`config.mk`:
```
export PLATFORM = sky130hd
export DESIGN_NAME = sorted_frame_serializer_flat
export DESIGN_NICKNAME = d
export VERILOG_FILES = /design/src/rtl/sort_pkg.sv /design/src/rtl/sorted_frame_serializer_if.sv /design/src/rtl/sort_frame_slot.sv /design/src/rtl/sorted_frame_serializer.sv /design/src/flat_wrapper.sv
export SDC_FILE = /design/constraint.sdc
export NUM_CORES = 1
export LEC_CHECK = 0
export ABC_AREA = 1
export BUFFER_PORTS_ARGS = -buffer_cell sky130_fd_sc_hd__buf_2
export CAP_MARGIN = 20
export CORE_MARGIN = 1
export CORE_UTILIZATION = 30
export DETAILED_ROUTE_END_ITERATION = 10
export GPL_TIMING_DRIVEN = 0
export SLEW_MARGIN = 20
export SYNTH_ARGS = -nofsm -noshare
export SYNTH_HDL_FRONTEND = slang
export SYNTH_SLANG_ARGS = --single-unit
```
`constraint.sdc`:
```
create_clock -name clk -period 2.45 [get_ports clk]
set_input_delay 0.1225 -clock clk [delete_from_list [all_inputs] [get_ports clk]]
set_output_delay 0.1225 -clock clk [all_outputs]
set_load 0.02 [all_outputs]
```
`src/rtl/sort_pkg.sv`:
```
// Shared constants and slot state for the sorted frame serializer.
package sort_pkg;

    localparam int unsigned LANES = 4;
    localparam int unsigned IDX_W = 2;

    typedef enum logic {
        SLOT_EMPTY = 1'b0,
        SLOT_FULL  = 1'b1
    } slot_state_e;

endpackage

```
`src/rtl/sorted_frame_serializer_if.sv`:
```
// Parallel frame input and serial element output of the sorted frame serializer.
interface sorted_frame_serializer_if #(
    parameter int unsigned N = 8
);

    logic                in_valid;
    logic                in_ready;
    logic signed [N-1:0] i1;
    logic signed [N-1:0] i2;
    logic signed [N-1:0] i3;
    logic signed [N-1:0] i4;
    logic                out_valid;
    logic                out_ready;
    logic signed [N-1:0] out_data;
    logic [1:0]          out_idx;
    logic                out_last;

    modport master (
        output in_valid, i1, i2, i3, i4, out_ready,
        input  in_ready, out_valid, out_data, out_idx, out_last
    );

    modport slave (
        input  in_valid, i1, i2, i3, i4, out_ready,
        output in_ready, out_valid, out_data, out_idx, out_last
    );

endinterface

```
`src/rtl/sort_frame_slot.sv`:
```
// One ping-pong buffer slot: a 4-lane frame register with its FULL flag.
module sort_frame_slot
    import sort_pkg::*;
#(
    parameter int unsigned N = 8
) (
    input  logic                      clk,
    input  logic                      rst,
    input  logic                      load_i,
    input  logic                      free_i,
    input  logic [LANES-1:0][N-1:0]   data_i,
    output logic [LANES-1:0][N-1:0]   data_o,
    output logic                      full_o
);

    slot_state_e               state_d, state_q;
    logic [LANES-1:0][N-1:0]   data_d, data_q;

    // Load only hits an EMPTY slot and free only a FULL one, so they never coincide.
    always_comb begin
        state_d = state_q;
        data_d  = data_q;
        if (load_i) begin
            state_d = SLOT_FULL;
            data_d  = data_i;
        end else if (free_i) begin
            state_d = SLOT_EMPTY;
        end
    end

    always_ff @(posedge clk) begin
        if (rst) begin
            state_q <= SLOT_EMPTY;
            data_q  <= '0;
        end else begin
            state_q <= state_d;
            data_q  <= data_d;
        end
    end

    assign data_o = data_q;
    assign full_o = (state_q == SLOT_FULL);

endmodule

```
`src/rtl/sorted_frame_serializer.sv`:
```
// Two-slot ping-pong serializer emitting 4-element frames smallest first.
// Optional order checker enabled by defining SORTED_FRAME_CHECK_EN.
module sorted_frame_serializer
    import sort_pkg::*;
#(
    parameter int unsigned N = 8
) (
    input  logic                      clk,
    input  logic                      rst,
    sorted_frame_serializer_if.slave  bus,
    output logic                      busy,
    output logic                      sort_err
);

    typedef logic [LANES-1:0][N-1:0] frame_t;

    logic             wr_ptr_d, wr_ptr_q;
    logic             rd_ptr_d, rd_ptr_q;
    logic [IDX_W-1:0] idx_d, idx_q;
    logic [1:0]       slot_full;
    frame_t           slot_data [2];
    frame_t           in_frame;
    logic             accept, beat, final_beat;

    assign in_frame   = {bus.i4, bus.i3, bus.i2, bus.i1};
    assign accept     = bus.in_valid && bus.in_ready;
    assign beat       = bus.out_valid && bus.out_ready;
    assign final_beat = beat && (idx_q == IDX_W'(LANES - 1));

    for (genvar g = 0; g < 2; g++) begin : g_slot
        sort_frame_slot #(
            .N (N)
        ) u_slot (
            .clk    (clk),
            .rst    (rst),
            .load_i (accept && (wr_ptr_q == 1'(g))),
            .free_i (final_beat && (rd_ptr_q == 1'(g))),
            .data_i (in_frame),
            .data_o (slot_data[g]),
            .full_o (slot_full[g])
        );
    end

    always_comb begin
        wr_ptr_d = wr_ptr_q;
        rd_ptr_d = rd_ptr_q;
        idx_d    = idx_q;
        if (accept) begin
            wr_ptr_d = ~wr_ptr_q;
        end
        if (final_beat) begin
            rd_ptr_d = ~rd_ptr_q;
            idx_d    = '0;
        end else if (beat) begin
            idx_d    = idx_q + 1'b1;
        end
    end

    always_ff @(posedge clk) begin
        if (rst) begin
            wr_ptr_q <= 1'b0;
            rd_ptr_q <= 1'b0;
            idx_q    <= '0;
        end else begin
            wr_ptr_q <= wr_ptr_d;
            rd_ptr_q <= rd_ptr_d;
            idx_q    <= idx_d;
        end
    end

    // A slot freed this cycle only shows up in in_ready once its flag has cleared.
    assign bus.in_ready  = !rst && !slot_full[wr_ptr_q];
    assign bus.out_valid = slot_full[rd_ptr_q];
    assign bus.out_data  = bus.out_valid ? $signed(slot_data[rd_ptr_q][idx_q]) : '0;
    assign bus.out_idx   = idx_q;
    assign bus.out_last  = bus.out_valid && (idx_q == IDX_W'(LANES - 1));
    assign busy          = |slot_full;

`ifdef SORTED_FRAME_CHECK_EN
    logic err_d, err_q;

    always_comb begin
        err_d = err_q;
        if (accept && !((bus.i1 <= bus.i2) && (bus.i2 <= bus.i3) && (bus.i3 <= bus.i4))) begin
            err_d = 1'b1;
        end
    end

    always_ff @(posedge clk) begin
        if (rst) begin
            err_q <= 1'b0;
        end else begin
            err_q <= err_d;
        end
    end

    assign sort_err = err_q;
`else
    assign sort_err = 1'b0;
`endif

endmodule

```
`src/flat_wrapper.sv`:
```
// flat-port wrapper written by rule: the top's interface ports become plain ports
module sorted_frame_serializer_flat import sort_pkg::*;
#(
    parameter int unsigned N = 8
)
  (clk, rst, busy, sort_err, bus_in_valid, bus_i1, bus_i2, bus_i3, bus_i4, bus_out_ready, bus_in_ready, bus_out_valid, bus_out_data, bus_out_idx, bus_out_last);
  sorted_frame_serializer_if #(.N(N)) bus_i ();
  input  logic clk;
  input  logic rst;
  output logic busy;
  output logic sort_err;
  input wire logic [$bits(bus_i.in_valid)-1:0] bus_in_valid;
  input wire logic [$bits(bus_i.i1)-1:0] bus_i1;
  input wire logic [$bits(bus_i.i2)-1:0] bus_i2;
  input wire logic [$bits(bus_i.i3)-1:0] bus_i3;
  input wire logic [$bits(bus_i.i4)-1:0] bus_i4;
  input wire logic [$bits(bus_i.out_ready)-1:0] bus_out_ready;
  output wire logic [$bits(bus_i.in_ready)-1:0] bus_in_ready;
  output wire logic [$bits(bus_i.out_valid)-1:0] bus_out_valid;
  output wire logic [$bits(bus_i.out_data)-1:0] bus_out_data;
  output wire logic [$bits(bus_i.out_idx)-1:0] bus_out_idx;
  output wire logic [$bits(bus_i.out_last)-1:0] bus_out_last;
  assign bus_i.in_valid = bus_in_valid;
  assign bus_i.i1 = bus_i1;
  assign bus_i.i2 = bus_i2;
  assign bus_i.i3 = bus_i3;
  assign bus_i.i4 = bus_i4;
  assign bus_i.out_ready = bus_out_ready;
  assign bus_in_ready = bus_i.in_ready;
  assign bus_out_valid = bus_i.out_valid;
  assign bus_out_data = bus_i.out_data;
  assign bus_out_idx = bus_i.out_idx;
  assign bus_out_last = bus_i.out_last;
  sorted_frame_serializer #(.N(N)) u_core (.clk(clk), .rst(rst), .bus(bus_i), .busy(busy), .sort_err(sort_err));
endmodule
```
# Word-level counts from Yosys, hierarchy flattened
# Cells that the tools add are included.
# W data, S select, Z words.
[totals]
reg_bits = 70
latch_bits = 0
mem_bits_rw = 0
romBits = 0
input_bits = 36
out_inout_bits = 15
elab_cells = 51
memories = 0
[op_classes]
addsub = 1
mul = 0
div = 0
order_cmp = 4
eq_ne = 1
n_shift = 0
muxes = 14
n_bitwise = 3
n_reduce_logical = 15
[op_table]
columns = ["op", "n"]
rows = [
  ["$mux W32", 3],
  ["$bmux W8 S2", 1],
  ["$mux W8", 2],
  ["$logic_and A1 B1 Y1", 9],
  ["$mux W1", 8],
  ["$lt A1 B2 Y1 const B", 2],
  ["$reduce_bool A2 Y1", 2],
  ["$reduce_or A2 Y1", 2],
  ["$lt A2 B3 Y1 const B", 1],
  ["$add A2 B1 Y2 const B", 1],
  ["$eq A2 B2 Y1 const B", 1],
  ["$ge A2 B2 Y1 const B", 1],
  ["$logic_not A1 Y1", 2],
  ["$not A1 Y1", 2],
  ["$not A1 Y2", 1],
]

# Longest topological paths before layout
# Gate-level depths: netlist of the first run.
[depth]
word_depth = 7
ltp_mapped = 8
ltp_nobuf = 6

# Cells and area by module
# Synthesis of the first run repeated with hierarchy kept, for this count alone.
[hier_totals]
cells_unflattened = 541
hier_area_um2 = 3499.6
[modules_own_cells]
columns = ["mod", "instances", "cells_per_inst", "area_per_inst_um2", "seq_area_each_um2"]
rows = [
  ["sort_frame_slot", 2, 143, 1152.4, 660.6],
  ["sorted_frame_serializer", 1, 255, 1194.9, 80.1],
]

# Worst setup path after synthesis of the first run
# No wires, ideal clock.
[synth_path]
path_kind = "reg-to-output"
from = "register u_core.idx_q[0] (netlist: u_core.bus.out_idx[0])"
to = "output bus_out_data[5]"
arrival_time_ps = 1482
required_time_ps = 2328
setup_slack_ps = 846
stages_incl_launch_ff = 7
path_buffers = 2
cell_sequence = "dfxtp_1 buf_2 clkbuf_1 o21ai_0 o21ai_1 nor2_1 nor2_1"
[synth_via]
elab_chain_cells = 3
[synth_rtl]
columns = ["item", "line", "source"]
rows = [
  ["start: declaration", "sorted_frame_serializer.sv:19", "logic [IDX_W-1:0] idx_d, idx_q;"],
  ["start signal: assignment", "sorted_frame_serializer.sv:67", "idx_q <= idx_d;"],
  ["$bmux W8 S2", "sorted_frame_serializer.sv:74", "assign bus.out_data = bus.out_valid ? $signed(slot_data[rd_ptr_q][idx_q]) : '0;"],
  ["$mux W8 (implied by the code)", "sorted_frame_serializer.sv:74", ""],
  ["$mux W8", "sorted_frame_serializer.sv:74", ""],
  ["end: declaration", "flat_wrapper.sv:20", "output wire logic [$bits(bus_i.out_data)-1:0] bus_out_data;"],
]
# No other way between the ends. The select of a mux whose other input is x is not followed.

# Worst setup path in the final report of the first run
[layout_path]
from = "register u_core.idx_q[1] (netlist: u_core.bus.out_idx[1])"
to = "output bus_out_data[4]"
# Same word-level chain as after synthesis.

==> results of run 1 <==
## cell families after synthesis
| kind of cell | after synthesis | share of synthesized area (%) |
|---|---|---|
| other | 1 | 0.0984 |
| and+or+nand+nor | 393 | 44.8 |
| adders and majority gates | 1 | 0.328 |
| DFF | 70 | 36.8 |
| AOI/OAI and AO/OA | 32 | 4.40 |
| buffers and inverters | 110 | 13.6 |
## synthesized netlist by cell type
cell,n,area [µm²]
sky130_fd_sc_hd__inv_1,57,214
sky130_fd_sc_hd__o21ai_0,12,60.1
sky130_fd_sc_hd__buf_6,11,124
sky130_fd_sc_hd__nand4_1,64,400
sky130_fd_sc_hd__nor2_2,1,6.26
sky130_fd_sc_hd__conb_1,1,3.75
sky130_fd_sc_hd__nand3_1,21,105
sky130_fd_sc_hd__a21oi_1,5,25.0
sky130_fd_sc_hd__clkinv_1,2,7.51
sky130_fd_sc_hd__nand4_4,1,21.3
sky130_fd_sc_hd__inv_2,3,11.3
sky130_fd_sc_hd__a31o_2,2,17.5
sky130_fd_sc_hd__o21ai_1,13,65.1
sky130_fd_sc_hd__inv_4,1,6.26
sky130_fd_sc_hd__buf_4,1,7.51
sky130_fd_sc_hd__nor2_4,2,22.5
sky130_fd_sc_hd__buf_2,14,70.1
sky130_fd_sc_hd__nand2_4,1,11.3
sky130_fd_sc_hd__ha_1,1,12.5
sky130_fd_sc_hd__nand2_1,115,432
sky130_fd_sc_hd__clkbuf_1,10,37.5
sky130_fd_sc_hd__and2_1,1,6.26
sky130_fd_sc_hd__buf_1,11,41.3
sky130_fd_sc_hd__nor2_1,187,702
sky130_fd_sc_hd__dfxtp_1,70,1400
## cell type report
class                      count  area (µm²)  area share (%)
buffer                        47         280            6.12
clock buffer                  11         243            5.30
clock inverter                 5        58.8            1.28
inverter                      63         239            5.22
multi-input combinational    427        1890            41.3
sequential                    70        1400            30.6
tap                          168         210            4.59
timing repair buffer          50         255            5.58
## metal layers
layer	global-route usage, %	up-vias
li1	-	2038
met1	25.3	1839
met2	32.7	96
met3	2.38	14
met4	6.23	0
met5	0	-
## state kept, by name, summed over array words and instances, names as in the netlist
name	flops
u_core.rd_ptr_q	1
u_core.bus.out_idx	2
u_core.g_slot.u_slot.full_o	2
u_core.wr_ptr_q	1
u_core.g_slot.u_slot.data_o	64
## worst min-delay path, stage by stage
cell                      delay, ps
sky130_fd_sc_hd__buf_2          130
sky130_fd_sc_hd__nand3_1         80
sky130_fd_sc_hd__a21oi_1         60
## where the power goes
group          total, µW  internal, µW  leakage [µW]  switching, µW
Sequential          1230          1200      0.000571           30.9
Clock               1330           816      0.000142            518
Combinational        447           158       0.00137            289
## worst max path at each step
stage,from,end,slack (ps),depth (start not counted)
2_1_floorplan,u_core.bus.out_idx[0]$_SDFFE_PP0P_,bus_out_data[5],850,6
3_3_place_gp,u_core.bus.out_idx[0]$_SDFFE_PP0P_,bus_out_data[4],550,7
3_5_place_dp,u_core.bus.out_idx[0]$_SDFFE_PP0P_,bus_out_data[4],550,7
4_1_cts,u_core.bus.out_idx[0]$_SDFFE_PP0P_,bus_out_data[4],200,7
5_1_grt,u_core.bus.out_idx[0]$_SDFFE_PP0P_,bus_out_data[5],40,7
6_report,u_core.bus.out_idx[1]$_SDFFE_PP0P_,bus_out_data[4],190,6
## stage by stage
stage               cells  power [µW]
global placement      824        1690
floorplan             607        1560
finish                841        3010
global route          841        3140
CTS                   841        3020
detailed placement    824        1700
## timing repair
| item | in CTS | in global routing |
|---|---|---|
| gates resized for setup | 0 | 0 |
| hold buffers | 1 | 0 |
| endpoints found under the hold margin | 1 | 0 |
==> impl_results.html, run 1 <==
<table>
<tr><th>Metric</th><th>Value</th></tr>
<tr><th colspan="2">Pwr</th></tr>
<tr><td>Leakage dissipation</td><td>0.00208 µW</td></tr>
<tr><td>IR Drop Worst-Case VDD</td><td>0.335 mV</td></tr>
<tr><td>Pwr/cell area</td><td>658 mW/mm²</td></tr>
<tr><th colspan="2">Yosys</th></tr>
<tr><td>Flops &amp; latches, synth</td><td>70</td></tr>
<tr><td>Number of warnings printed during yosys synthesis</td><td>0</td></tr>
<tr><td>Cell area after synthesis</td><td>0.00381 mm²</td></tr>
<tr><td>Number of nets in the synthesized netlist</td><td>644</td></tr>
<tr><td>Syn Area/Cell</td><td>6.28 µm²</td></tr>
<tr><td>Distinct cell type count of the synthesized netlist</td><td>25</td></tr>
<tr><td>Sequential fraction of the synthesis area</td><td>36.8%</td></tr>
<tr><td>Count of mapped cells out of synthesis</td><td>607</td></tr>
<tr><th colspan="2">STA</th></tr>
<tr><td>Setup repair after global routing missed its margin</td><td>false</td></tr>
<tr><td>Setup violation total in the final timing report</td><td>0</td></tr>
<tr><td>Slew margin rel.</td><td>59.7%</td></tr>
<tr><td>Fmax</td><td>443 MHz</td></tr>
<tr><td>Worst Clk Skew</td><td>5.64 ps</td></tr>
<tr><td>Post-route setup slack</td><td>193 ps</td></tr>
<tr><td>Number of failing hold endpoints at the final stage</td><td>0</td></tr>
<tr><td>WHS</td><td>112 ps</td></tr>
<tr><td>Worst Tran Pin Value</td><td>605 ps</td></tr>
<tr><td>Post-route minimum period</td><td>2260 ps</td></tr>
<tr><td>Max-slew violation count</td><td>0</td></tr>
<tr><td>Final Cycle Share</td><td>92.1%</td></tr>
<tr><td>Setup tns final</td><td>0 ps</td></tr>
<tr><th colspan="2">Place</th></tr>
<tr><td>Detailed placer's ending HPWL</td><td>8.51 mm</td></tr>
<tr><td>Count of port buffers added during placement</td><td>49</td></tr>
<tr><td>Pre-CTS worst setup slack</td><td>554 ps</td></tr>
<tr><td>Final weighted congestion in routability-driven placement</td><td>0.845</td></tr>
<tr><td>Cell area reported after detailed placement</td><td>0.00427 mm²</td></tr>
<tr><th colspan="2">Global route</th></tr>
<tr><td>Via count of the first global-routing pass</td><td>3872</td></tr>
<tr><td>Total overflow reported by the global router</td><td>0</td></tr>
<tr><td>Maximum number of pins on one net before global-route repair</td><td>13</td></tr>
<tr><td>Global-route wire length before repair</td><td>19.4 mm</td></tr>
<tr><td>All-Layer GR Usage</td><td>19.3%</td></tr>
<tr><td>Antenna violations before repair</td><td>0</td></tr>
<tr><th colspan="2">Job</th></tr>
<tr><td>Max-cap violation count</td><td>0</td></tr>
<tr><th colspan="2">Drt</th></tr>
<tr><td>Sum of routed wire length over all layers</td><td>11.7 mm</td></tr>
<tr><td>Met3 WL post-DR</td><td>619 µm</td></tr>
<tr><td>Vias after detailed routing</td><td>3987</td></tr>
<tr><td>Drt first pass iters</td><td>4</td></tr>
<tr><td>Average vias per placed instance</td><td>4.74</td></tr>
<tr><td>Metal2 WL</td><td>5.39 mm</td></tr>
<tr><td>Highest routed layer</td><td>met4</td></tr>
<tr><td>DRC violation total after the first TritonRoute iteration</td><td>323</td></tr>
<tr><td>Drt wl/cell</td><td>13.9 µm</td></tr>
<tr><td>Post-DRT Antenna Nets</td><td>0</td></tr>
<tr><td>Wl on met1</td><td>5.55 mm</td></tr>
<tr><td>Count of unresolved DRC violations after routing</td><td>0</td></tr>
<tr><th colspan="2">Layout</th></tr>
<tr><td>Area Growth Syn to Fin</td><td>20.1%</td></tr>
<tr><td>Nets</td><td>705</td></tr>
<tr><td>Most common cell after layout, fill and taps aside</td><td>sky130_fd_sc_hd__nor2_1</td></tr>
<tr><td>Commonest cells after routing, fill and taps aside</td><td>sky130_fd_sc_hd__nor2_1 (187), sky130_fd_sc_hd__nand2_1 (115), sky130_fd_sc_hd__dfxtp_1 (70)</td></tr>
<tr><td>Utilization after layout</td><td>37.5%</td></tr>
<tr><td>Fillers</td><td>1385</td></tr>
<tr><td>N_diodes</td><td>0</td></tr>
<tr><td>Non-Filler Cell Area, Final</td><td>0.00458 mm²</td></tr>
<tr><td>Layout cells sized above 1</td><td>15.0%</td></tr>
<tr><th colspan="2">Critical path</th></tr>
<tr><td>R2R setup slack</td><td>950 ps</td></tr>
<tr><td>Ordered list of cells on the worst path</td><td>clkbuf_1 &gt; clkinv_1 &gt; o21ai_0 &gt; nor2_1 &gt; nor2_1 &gt; buf_2</td></tr>
<tr><td>WP data required</td><td>2330 ps</td></tr>
<tr><td>Crit path capture type</td><td>primary output</td></tr>
<tr><td>CP Max Fanout</td><td>10</td></tr>
<tr><td>Most frequent cell on the critical path</td><td>sky130_fd_sc_hd__nor2_1</td></tr>
<tr><td>Crit path DAT</td><td>2130 ps</td></tr>
<tr><td>Delay of the slowest cell on the worst path</td><td>440 ps</td></tr>
<tr><td>Endpoint of the worst register-to-register path</td><td>u_core.g_slot[0].u_slot.data_o[16]$_SDFFE_PP0P_</td></tr>
<tr><td>Crit path kind</td><td>reg2out</td></tr>
<tr><td>Crit Reg-Reg Startpoint</td><td>u_core.wr_ptr_q$_SDFFE_PP0N_</td></tr>
<tr><td>Register-to-Register Path Depth</td><td>8</td></tr>
<tr><td>Cell type of the slowest stage on the worst timing path</td><td>sky130_fd_sc_hd__clkbuf_1</td></tr>
<tr><td>Buffering stage count on the worst path with inverters included</td><td>3</td></tr>
<tr><td>Launching element type of the critical path</td><td>flop</td></tr>
<tr><td>Crit-path leading delay family</td><td>buffers and inverters</td></tr>
<tr><th colspan="2">Clocking</th></tr>
<tr><td>H-tree levels</td><td>3</td></tr>
<tr><td>Number of CTS-inserted buffers</td><td>9</td></tr>
<tr><td>Clk pin slew, worst setup/hold paths</td><td>60 ps</td></tr>
<tr><td>Root buffer selected by CTS</td><td>sky130_fd_sc_hd__clkbuf_16</td></tr>
<tr><td>Num Clock Sinks</td><td>70</td></tr>
<tr><td>Clock latency on the worst-skew pair</td><td>340 ps</td></tr>
<tr><td>CTS tree</td><td>yes</td></tr>
<tr><td>Deepest clock path buffer count</td><td>2</td></tr>
<tr><td>Buffers inserted during post-CTS setup optimization</td><td>0</td></tr>
<tr><th colspan="2">Floorplanning</th></tr>
<tr><td>Initial standard-cell utilization of the core</td><td>31.2%</td></tr>
<tr><td>Vertical die dimension</td><td>115 µm</td></tr>
<tr><td>Core area</td><td>0.0122 mm²</td></tr>
<tr><td>Horiz. Die Dim</td><td>115 µm</td></tr>
<tr><td>Row count</td><td>40</td></tr>
<tr><td>I/O pin count</td><td>51</td></tr>
<tr><td>Die Outline Area</td><td>0.0132 mm²</td></tr>
<tr><th colspan="2">Hold path</th></tr>
<tr><td>Hold depth</td><td>3</td></tr>
<tr><td>Min-Delay Endpoint</td><td>u_core.bus.out_idx[1]$_SDFFE_PP0P_</td></tr>
<tr><td>Min-Delay Path Class</td><td>in2reg</td></tr>
<tr><td>Hold Path Origin</td><td>bus_out_ready</td></tr>
<tr><th colspan="2">Run status</th></tr>
<tr><td>Result of the run</td><td>finished, final reports clean</td></tr>
</table>
Note: power is estimated with default switching activity, not from simulation.
==> run 2, diff against run 1 <==
--- a/config.mk
+++ b/config.mk
@@ -12,6 +12,7 @@
 export CORE_UTILIZATION = 30
 export DETAILED_ROUTE_END_ITERATION = 10
 export GPL_TIMING_DRIVEN = 0
+export PLACE_DENSITY_LB_ADDON = 0.2
 export SLEW_MARGIN = 20
 export SYNTH_ARGS = -nofsm -noshare
 export SYNTH_HDL_FRONTEND = slang
==> constraint.sdc (replaced) <==
create_clock -name clk -period 2.45 [get_ports clk]
set_input_delay 0.1225 -clock clk [delete_from_list [all_inputs] [get_ports clk]]
set_output_delay 0.1225 -clock clk [all_outputs]
set_load 0.005 [all_outputs]
==> run 2 against run 1 <==
Via count decreased by 1.6%. Core utilization decreased by 0.13 points. Critical path depth unchanged. Combinational power decreased by 2%. Total power decreased by 1.8%. Clock power decreased by 3%. Count of clock-buffer cells in the layout increased by 1. Hold slack got worse by 110 ps. Cell area decreased by 0.36%. Sequential power about the same. Critical endpoint is now bus_out_data[7]. Largest cell class unchanged. Highest routed layer unchanged.
==> impl_results.html, run 2 (synthesis gave the netlist of run 1 again) <==
<table>
<tr><th>Metric</th><th>Value</th></tr>
<tr><th colspan="2">Global route</th></tr>
<tr><td>Maximum number of pins on one net before global-route repair</td><td>13</td></tr>
<tr><td>Via count of the first global-routing pass</td><td>3615</td></tr>
<tr><td>Global-route wire length before repair</td><td>18.8 mm</td></tr>
<tr><td>Antenna violations before repair</td><td>0</td></tr>
<tr><td>All-Layer GR Usage</td><td>19.2%</td></tr>
<tr><td>Total overflow reported by the global router</td><td>0</td></tr>
<tr><th colspan="2">Layout</th></tr>
<tr><td>Area Growth Syn to Fin</td><td>19.7%</td></tr>
<tr><td>Non-Filler Cell Area, Final</td><td>0.00456 mm²</td></tr>
<tr><td>Layout cells sized above 1</td><td>15.2%</td></tr>
<tr><td>Most common cell after layout, fill and taps aside</td><td>sky130_fd_sc_hd__nor2_1</td></tr>
<tr><td>N_diodes</td><td>0</td></tr>
<tr><td>Max FFs per register</td><td>64</td></tr>
<tr><td>Nets</td><td>704</td></tr>
<tr><td>Commonest cells after routing, fill and taps aside</td><td>sky130_fd_sc_hd__nor2_1 (187), sky130_fd_sc_hd__nand2_1 (115), sky130_fd_sc_hd__dfxtp_1 (70)</td></tr>
<tr><th colspan="2">Drt</th></tr>
<tr><td>DRC violation total after the first TritonRoute iteration</td><td>245</td></tr>
<tr><td>Drt first pass iters</td><td>5</td></tr>
<tr><td>Drt wl/cell</td><td>14.1 µm</td></tr>
<tr><td>Sum of routed wire length over all layers</td><td>11.9 mm</td></tr>
<tr><td>Post-DRT Antenna Nets</td><td>0</td></tr>
<tr><td>Count of unresolved DRC violations after routing</td><td>0</td></tr>
<tr><td>Average vias per placed instance</td><td>4.67</td></tr>
<tr><td>Vias after detailed routing</td><td>3925</td></tr>
<tr><th colspan="2">Critical path</th></tr>
<tr><td>Crit path capture type</td><td>primary output</td></tr>
<tr><td>CP Max Fanout</td><td>10</td></tr>
<tr><td>WP data required</td><td>2330 ps</td></tr>
<tr><td>R2R setup slack</td><td>960 ps</td></tr>
<tr><td>Launching element type of the critical path</td><td>flop</td></tr>
<tr><td>Crit path kind</td><td>reg2out</td></tr>
<tr><td>Crit path DAT</td><td>2100 ps</td></tr>
<tr><th colspan="2">Pwr</th></tr>
<tr><td>IR Drop Worst-Case VDD</td><td>0.299 mV</td></tr>
<tr><td>Pwr/cell area</td><td>649 mW/mm²</td></tr>
<tr><td>Leakage dissipation</td><td>0.00208 µW</td></tr>
<tr><td>Total power of the final layout</td><td>2960 µW</td></tr>
<tr><th colspan="2">STA</th></tr>
<tr><td>Post-route setup slack</td><td>227 ps</td></tr>
<tr><td>Fmax</td><td>450 MHz</td></tr>
<tr><td>Setup violation total in the final timing report</td><td>0</td></tr>
<tr><td>Final Cycle Share</td><td>90.7%</td></tr>
<tr><td>WHS</td><td>5.42 ps</td></tr>
<tr><td>Setup tns final</td><td>0 ps</td></tr>
<tr><td>Setup repair after global routing missed its margin</td><td>false</td></tr>
<tr><td>Slew margin rel.</td><td>54.6%</td></tr>
<tr><td>Post-route minimum period</td><td>2220 ps</td></tr>
<tr><td>Worst Tran Pin Value</td><td>680 ps</td></tr>
<tr><td>Number of failing hold endpoints at the final stage</td><td>0</td></tr>
<tr><td>Max-slew violation count</td><td>0</td></tr>
<tr><td>Worst Clk Skew</td><td>5.66 ps</td></tr>
<tr><th colspan="2">Clocking</th></tr>
<tr><td>Number of CTS-inserted buffers</td><td>9</td></tr>
<tr><td>Buffers inserted during post-CTS setup optimization</td><td>0</td></tr>
<tr><td>Num Clock Sinks</td><td>70</td></tr>
<tr><td>H-tree levels</td><td>3</td></tr>
<tr><td>Total of hold buffers inserted after clock tree synthesis</td><td>0</td></tr>
<tr><td>Clock latency on the worst-skew pair</td><td>330 ps</td></tr>
<tr><td>Clk pin slew, worst setup/hold paths</td><td>60 ps</td></tr>
<tr><td>Number of gates given a new drive strength after cts</td><td>0</td></tr>
<tr><td>Root buffer selected by CTS</td><td>sky130_fd_sc_hd__clkbuf_16</td></tr>
<tr><td>Deepest clock path buffer count</td><td>2</td></tr>
<tr><td>CTS tree</td><td>yes</td></tr>
<tr><th colspan="2">Floorplanning</th></tr>
<tr><td>Core area</td><td>0.0122 mm²</td></tr>
<tr><td>Row count</td><td>40</td></tr>
<tr><td>Die Outline Area</td><td>0.0132 mm²</td></tr>
<tr><td>Initial standard-cell utilization of the core</td><td>31.2%</td></tr>
<tr><td>I/O pin count</td><td>51</td></tr>
<tr><td>Vertical die dimension</td><td>115 µm</td></tr>
<tr><td>Horiz. Die Dim</td><td>115 µm</td></tr>
<tr><th colspan="2">Place</th></tr>
<tr><td>Cell area reported after detailed placement</td><td>0.00427 mm²</td></tr>
<tr><td>Final weighted congestion in routability-driven placement</td><td>0.810</td></tr>
<tr><td>Pre-CTS worst setup slack</td><td>600 ps</td></tr>
<tr><td>Count of port buffers added during placement</td><td>49</td></tr>
<tr><td>Detailed placer's ending HPWL</td><td>8.61 mm</td></tr>
<tr><th colspan="2">Hold path</th></tr>
<tr><td>Min-Delay Path Class</td><td>in2reg</td></tr>
<tr><th colspan="2">Run status</th></tr>
<tr><td>Result of the run</td><td>finished, final reports clean</td></tr>
<tr><th colspan="2">Job</th></tr>
<tr><td>Max-cap violation count</td><td>0</td></tr>
</table>
-- run 2: cell count changes in the layout (fill, tap and decap cells not counted) --
cell                            change
sky130_fd_sc_hd__inv_6              +1
sky130_fd_sc_hd__clkbuf_8           +2
sky130_fd_sc_hd__clkbuf_1           -1
sky130_fd_sc_hd__bufinv_16          -1
sky130_fd_sc_hd__clkinv_4           -1
sky130_fd_sc_hd__dlygate4sd3_1      -1
-- run 2: report_power, final --
part           total [µW]  leakage (µW)  switching (µW)  internal, µW
Clock                1290      0.000141             521           771
Combinational         437       0.00136             281           156
Sequential           1230      0.000571            30.4          1200
-- run 2: worst paths after layout --
path | endpoint | depth (start not counted) | start
worst min register to register | u_core.g_slot[0].u_slot.data_o[5]$_SDFFE_PP0P_ | 2 | u_core.g_slot[0].u_slot.data_o[5]$_SDFFE_PP0P_
worst max register to register | u_core.g_slot[0].u_slot.data_o[16]$_SDFFE_PP0P_ | 6 | u_core.wr_ptr_q$_SDFFE_PP0N_
worst max-delay path | bus_out_data[7] | 6 | u_core.bus.out_idx[1]$_SDFFE_PP0P_
worst min-delay path | u_core.g_slot[1].u_slot.full_o$_SDFFE_PP0P_ | 2 | rst
-- run 2: area by class of cell --
cell class / count / area, µm²
repair buffers: 49 / 245
flip-flops and latches: 70 / 1400
multi-input cells: 427 / 1890
clock buffers: 12 / 267
fillers: 1389 / 7650
well taps: 168 / 210
plain buffers: 47 / 280
clock inverters: 4 / 28.8
inverters: 63 / 239
-- run 2: worst max-delay path: stages (launching register included) --
cell and delay [ps]:
sky130_fd_sc_hd__dfxtp_1 340, sky130_fd_sc_hd__clkbuf_1 440, sky130_fd_sc_hd__clkinv_1 420, sky130_fd_sc_hd__o21ai_0 170, sky130_fd_sc_hd__nor2_1 60, sky130_fd_sc_hd__nor2_1 180
sky130_fd_sc_hd__buf_2 150
-- run 2: through the flow --
stage               utilization, %  instances
detailed placement            34.9        824
floorplan                        -        607
finish                        37.4        840
global placement              34.9        824
CTS                           37.4        840
global route                  37.4        840
-- run 2: layer usage --
layer	share of wire (%)	track usage, %	vias up
li1	-	-	2038
met1	47	25.7	1787
met2	47	31.8	91
met3	4.3	3.07	9
met4	0.93	5.37	0
met5	0	0	-
